File: config.mk
export PLATFORM = sky130hd
export DESIGN_NAME = stopwatch_ctrl_flat
export DESIGN_NICKNAME = d
export VERILOG_FILES = /design/src/rtl/stopwatch_ctrl_if.sv /design/src/rtl/stopwatch_ctrl.sv /design/src/flat_wrapper.sv
export SDC_FILE = /design/constraint.sdc
export NUM_CORES = 1
export LEC_CHECK = 0
export BUFFER_PORTS_ARGS = -buffer_cell sky130_fd_sc_hd__clkbuf_2
export CORE_ASPECT_RATIO = 1.1
export CORE_MARGIN = 8
export CORE_UTILIZATION = 53
export DETAILED_ROUTE_END_ITERATION = 12
export PLACE_DENSITY = 0.76
export SYNTH_ARGS = -nofsm -noshare
export SYNTH_HDL_FRONTEND = slang
export SYNTH_SLANG_ARGS = --single-unit
File: constraint.sdc
create_clock -name clk -period 1.65 [get_ports clk]
set_input_delay 0.2475 -clock clk [delete_from_list [all_inputs] [get_ports clk]]
set_output_delay 0.2475 -clock clk [all_outputs]
set_load 0.03 [all_outputs]
File: src/rtl/stopwatch_ctrl_if.sv
// stopwatch_ctrl_if: buttons, counter-chain and shared display bus of the stopwatch controller
interface stopwatch_ctrl_if;
    logic       btn_ss;
    logic       btn_lap;
    logic       btn_clr;
    logic [3:0] bcd_u;
    logic [3:0] bcd_d;
    logic [3:0] bcd_c;
    logic       cnt_tick;
    logic       cnt_clr;
    logic [3:0] disp_bcd;
    logic [2:0] disp_sel;
    logic [1:0] state;
    logic       ovf;
    modport master (
        input  btn_ss, btn_lap, btn_clr, bcd_u, bcd_d, bcd_c,
        output cnt_tick, cnt_clr, disp_bcd, disp_sel, state, ovf
    );
    modport slave (
        output btn_ss, btn_lap, btn_clr, bcd_u, bcd_d, bcd_c,
        input  cnt_tick, cnt_clr, disp_bcd, disp_sel, state, ovf
    );
endinterface

File: src/rtl/stopwatch_ctrl.sv
// stopwatch_ctrl: run/pause/lap/clear FSM with count prescaler, lap snapshot and multiplexed BCD display
module stopwatch_ctrl #(
    parameter int PRESC_DIV = 50000,
    parameter int SCAN_DIV  = 1000
) (
    input logic              clk,
    input logic              clrn,
    stopwatch_ctrl_if.master sw
);
    typedef enum logic [1:0] {IDLE = 2'b00, RUN = 2'b01, PAUSE = 2'b10, LAP = 2'b11} state_t;
    localparam int PW = PRESC_DIV > 1 ? $clog2(PRESC_DIV) : 1;
    localparam int SW = SCAN_DIV > 1 ? $clog2(SCAN_DIV) : 1;
    state_t        st;
    logic [2:0]    s1, s2, prev;
    logic [PW-1:0] presc;
    logic [SW-1:0] scan;
    logic [11:0]   snap, live, shown;
    logic [2:0]    sel_n;
    logic [3:0]    bcd_n;
    logic          e_clr, e_ss, e_lap, counting, wrap_p, wrap_s;
    // button bits are kept as {clr, ss, lap}
    assign {e_clr, e_ss, e_lap} = s2 & ~prev;
    assign live     = {sw.bcd_c, sw.bcd_d, sw.bcd_u};
    assign counting = (st == RUN) || (st == LAP);
    assign wrap_p   = presc == PW'(PRESC_DIV - 1);
    assign wrap_s   = scan == SW'(SCAN_DIV - 1);
    assign sel_n    = wrap_s ? {sw.disp_sel[1:0], sw.disp_sel[2]} : sw.disp_sel;
    assign shown    = st == LAP ? snap : live;
    assign bcd_n    = sel_n[2] ? shown[11:8] : sel_n[1] ? shown[7:4] : shown[3:0];
    assign sw.state = st;
    always_ff @(posedge clk or negedge clrn) begin
        if (!clrn) begin
            st          <= IDLE;
            s1          <= '0;
            s2          <= '0;
            prev        <= '0;
            presc       <= '0;
            scan        <= '0;
            snap        <= '0;
            sw.cnt_tick <= 1'b0;
            sw.cnt_clr  <= 1'b0;
            sw.disp_bcd <= '0;
            sw.disp_sel <= 3'b001;
            sw.ovf      <= 1'b0;
        end else begin
            s1          <= {sw.btn_clr, sw.btn_ss, sw.btn_lap};
            s2          <= s1;
            prev        <= s2;
            scan        <= wrap_s ? '0 : scan + 1'b1;
            sw.disp_sel <= sel_n;
            sw.disp_bcd <= bcd_n;
            sw.cnt_clr  <= 1'b0;
            sw.cnt_tick <= counting && wrap_p;
            if (counting) presc <= wrap_p ? '0 : presc + 1'b1;
            if (sw.cnt_tick && live == 12'h999) sw.ovf <= 1'b1;
            case (st)
                IDLE: begin
                    if (e_clr) begin
                        sw.cnt_clr <= 1'b1;
                        sw.ovf     <= 1'b0;
                    end else if (e_ss) st <= RUN;
                end
                RUN: begin
                    if (e_ss) st <= PAUSE;
                    else if (e_lap) begin
                        st   <= LAP;
                        snap <= live;
                    end
                end
                LAP: begin
                    if (e_ss) st <= PAUSE;
                    else if (e_lap) st <= RUN;
                end
                PAUSE: begin
                    if (e_clr) begin
                        st          <= IDLE;
                        sw.cnt_clr  <= 1'b1;
                        sw.ovf      <= 1'b0;
                        presc       <= '0;
                        sw.cnt_tick <= 1'b0;
                    end else if (e_ss) st <= RUN;
                end
            endcase
        end
    end
endmodule

File: src/flat_wrapper.sv
// flat-port wrapper written by rule: the top's interface ports become plain ports
module stopwatch_ctrl_flat 
#(
    parameter int PRESC_DIV = 50000,
    parameter int SCAN_DIV  = 1000
)
  (clk, clrn, sw_btn_ss, sw_btn_lap, sw_btn_clr, sw_bcd_u, sw_bcd_d, sw_bcd_c, sw_cnt_tick, sw_cnt_clr, sw_disp_bcd, sw_disp_sel, sw_state, sw_ovf);
  stopwatch_ctrl_if sw_i ();
  input logic clk;
  input logic clrn;
  input wire logic [$bits(sw_i.btn_ss)-1:0] sw_btn_ss;
  input wire logic [$bits(sw_i.btn_lap)-1:0] sw_btn_lap;
  input wire logic [$bits(sw_i.btn_clr)-1:0] sw_btn_clr;
  input wire logic [$bits(sw_i.bcd_u)-1:0] sw_bcd_u;
  input wire logic [$bits(sw_i.bcd_d)-1:0] sw_bcd_d;
  input wire logic [$bits(sw_i.bcd_c)-1:0] sw_bcd_c;
  output wire logic [$bits(sw_i.cnt_tick)-1:0] sw_cnt_tick;
  output wire logic [$bits(sw_i.cnt_clr)-1:0] sw_cnt_clr;
  output wire logic [$bits(sw_i.disp_bcd)-1:0] sw_disp_bcd;
  output wire logic [$bits(sw_i.disp_sel)-1:0] sw_disp_sel;
  output wire logic [$bits(sw_i.state)-1:0] sw_state;
  output wire logic [$bits(sw_i.ovf)-1:0] sw_ovf;
  assign sw_i.btn_ss = sw_btn_ss;
  assign sw_i.btn_lap = sw_btn_lap;
  assign sw_i.btn_clr = sw_btn_clr;
  assign sw_i.bcd_u = sw_bcd_u;
  assign sw_i.bcd_d = sw_bcd_d;
  assign sw_i.bcd_c = sw_bcd_c;
  assign sw_cnt_tick = sw_i.cnt_tick;
  assign sw_cnt_clr = sw_i.cnt_clr;
  assign sw_disp_bcd = sw_i.disp_bcd;
  assign sw_disp_sel = sw_i.disp_sel;
  assign sw_state = sw_i.state;
  assign sw_ovf = sw_i.ovf;
  stopwatch_ctrl #(.PRESC_DIV(PRESC_DIV), .SCAN_DIV(SCAN_DIV)) u_core (.clk(clk), .clrn(clrn), .sw(sw_i));
endmodule
==> impl_metrics.json <==
{
  "status": "completed",
  "synth.distinct_cells": 41,
  "dieArea_um2": 8040,
  "htreeDepth": 3,
  "cts-buffers-inserted": 9,
  "synthesis.area_um2": 2880,
  "port_buffers": 28,
  "worst-path-buf-inv": 0,
  "leakagePower_nw": 1.54,
  "drc": 0,
  "met1_usage_pct": 18.1,
  "crit_path_top_delay_cell": "mux4_1",
  "cts.sinks": 59,
  "drive_gt1_share_pct": 32.7,
  "grt_first_pass_wirelength_um": 9740,
  "fin_crit_ns": 1.61,
  "setup_viol": 0,
  "syn_inst": 250,
  "rr_endpoint": "u_core.sw.disp_bcd[0]$_DFF_PN0_",
  "fin_skew_ns": 0.00921,
  "cts-root-buf": "clkbuf_8",
  "clkLatencyLatePin_ns": 0.33,
  "switchingPower_mw": 1.31,
  "holdWs_ns": 0.0238,
  "total_power_mw": 4.27,
  "synth_common_cells": "dfrtp_1, nor2_1, mux2_2, xnor2_1, nand2_1",
  "met3_usage_pct": 4.91,
  "hpwl_um": 4000,
  "vias": 2055,
  "cp-endpoint": "u_core.sw.disp_bcd[0]$_DFF_PN0_",
  "startpoint": "u_core.sw.disp_sel[1]$_DFF_PN0_",
  "comb_power_share_pct": 25.1,
  "crit_chain": "mux4_1, a211oi_2, a31oi_1",
  "p_sw_share_pct": 30.8,
  "drv_cap": 0,
  "synth_most_common_cell": "dfrtp_1",
  "yosysSeqAreaShare_pct": 51.4,
  "use_met2_pct": 25.1,
  "required_ns": 1.86,
  "synth_top_area_share_pct": 50.5,
  "crit_path_end_kind": "flop",
  "synth_warnings": 0,
  "routed_via_density": 5.39,
  "reg2reg_from": "u_core.sw.disp_sel[1]$_DFF_PN0_",
  "grt_max_degree": 60,
  "insertedDiodeCount": 0,
  "clock_path_buffers": 2,
  "pwr_density_cell_nw_per_um2": 1230,
  "clkPwrFrac_pct": 29.6,
  "cts_tree": "yes",
  "critPathMaxStageDelay_ns": 0.63,
  "synth_seq_cells": 59,
  "cp-start-kind": "flop",
  "wl_per_cell_um": 14.6,
  "die_w_um": 86.2,
  "finalWirelength_um": 5570,
  "dp_slack_ns": 0.00485,
  "tightest_slew_ns": 0.437,
  "core_area_um2": 5330,
  "arrival_ns": 1.82,
  "hold_violations": 0,
  "place_area_um2": 3180,
  "syn_avg_cell_area_um2": 11.5,
  "fmax_ghz": 0.622,
  "crit_cells": 3,
  "synth_ff_type": "dfrtp_1",
  "syn_nets": 269,
  "grt_use_total_pct": 15.4,
  "clk_pin_slew_worst_paths_ns": 0.07,
  "areaGrowthSynthToFinish_pct": 20.3,
  "ios": 29,
  "power_frac_seq_pct": 45.3,
  "drt_first_iter_violations": 77,
  "fin_ws_ns": 0.0414,
  "final.period_utilization_pct": 97.5,
  "worst-setup-path-type": "flop to flop",
  "p_int_mw": 2.95,
  "rows": 28,
  "layout.nets": 320,
  "hp-class": "input pin to flop",
  "netlist_top_cells_area": "dfrtp_1, mux2_2, xnor2_1",
  "ant_nets": 0,
  "critical_path.top_delay_family": "multiplexers",
  "slew_headroom_pct": 70.6,
  "ir_drop_mv": 0.679,
  "die_h_um": 93.3,
  "grt_busiest_layer": "met2",
  "place_congestion": 0.843,
  "yosys.area.top_type": "dfrtp_1",
  "initial_core_util_pct": 54.0,
  "finalSetupTns_ns": 0,
  "gr-total-overflow": 0,
  "first_pass_iters": 4,
  "path_max_fanout": 13,
  "synth_async_sr_flop_share_pct": 100,
  "final-max-slew-violation-count": 0,
  "r2r_cells": 3,
  "synth_edf_count": 0,
  "final_area_um2": 3460,
  "grt_pass1_vias": 2118,
  "antenna_found_initial": 0,
  "r2r_slack_ns": 0.04
}
==> placed cells by master, fill, tap and decap left out, drive strengths merged, types with 3 or more instances in the layout <==
cell,count
xnor2,15
o21ai,7
o21a,4
buf,21
clkinv,4
nand2,15
a31oi,3
nor3,8
a21oi,4
mux2,22
nand4,8
or3,3
nor2,29
xor2,4
nor4,6
mux2i,9
inv,6
clkbuf,37
dfrtp,58
mux4,4
nand3,12
==> how the worst min path moves through the flow <==
| stage | end | startpoint | cells after the start | slack (ns) |
|---|---|---|---|---|
| after floorplan | u_core.presc[0]$_DFF_PN0_ | clrn | 0 | -0.05 |
| after global placement | u_core.snap[11]$_DFFE_PN0P_ | clrn | 2 | 0.28 |
| after detailed placement | u_core.snap[11]$_DFFE_PN0P_ | clrn | 2 | 0.27 |
| after CTS | u_core.s1[0]$_DFF_PN0_ | sw_btn_lap | 1 | 0.006 |
| after global routing | u_core.s1[2]$_DFF_PN0_ | sw_btn_clr | 1 | 0.004 |
| final | u_core.s1[0]$_DFF_PN0_ | sw_btn_lap | 1 | 0.02 |
==> what timing repair did <==
action,4_1_cts,5_1_grt
resized for setup,0,8
endpoints found under the hold margin,58,0
setup endpoints to repair,1,20
hold buffers,1,0
buffers inserted,0,5
pin swaps,1,3
gates cloned,0,0
==> through the flow <==
stage / util, % / std cells
floorplan: - / 250
global placement: 59.8 / 359
detailed placement: 59.8 / 359
CTS: 63.6 / 376
global route: 65.0 / 381
finish: 65.0 / 381
==> sequential cells by signal, indices dropped and copies added (netlist names) <==
register and flops:
u_core.sw.disp_bcd 4, u_core.prev 3, u_core.sw.disp_sel 3, u_core.presc 16
u_core.s2 3, u_core.sw.cnt_tick 1, u_core.sw.cnt_clr 1, u_core.snap 12
u_core.s1 3, u_core.scan 10, u_core.sw.state 2, u_core.sw.ovf 1
==> cell type report <==
type                            count  area [um2]
Sequential cell                    59        1480
Tap cell                           75        93.8
Multi-Input combinational cell    175        1330
Clock buffer                        9         124
Inverter                            6        22.5
Fill cell                         417        1870
Clock inverter                      7        68.8
Timing Repair Buffer               50         337
==> worst reg2reg max path: stages, from the launching register on <==
cell,delay (ns)
dfrtp_2,0.53
mux4_1,0.63
a211oi_2,0.25
a31oi_1,0.08
==> power by group through the flow <==
stage                     Combinational (mW)  Sequential, mW  Clock [mW]
final                                   1.07            1.93        1.26
after global routing                    1.18            1.97        1.37
after CTS                               1.04            1.93        1.31
after detailed placement                1.03            1.95           0
after global placement                  1.01            1.93           0
after floorplan                        0.672            1.99           0
==> cell families (layout without fill, tap and decap cells) <==
group / after synthesis / in the layout / synth area share (%)
AO/OA/AOI/OAI: 26 / 26 / 5.92
XOR/XNOR: 19 / 19 / 5.79
adder cells (fa/ha/maj): 2 / 2 / 0.870
buffers and inverters: 16 / 72 / 3.31
flip-flops: 59 / 59 / 51.4
multiplexers: 35 / 35 / 15.7
AND/OR/NAND/NOR: 93 / 93 / 17.1
==> layer usage <==
layer	vias to the layer above	part of all wire, %
li1	1007	-
met1	999	43
met2	43	50
met3	6	4.6
met4	0	1.7
met5	-	0
No activity file was read; power rests on OpenSTA's default activity.
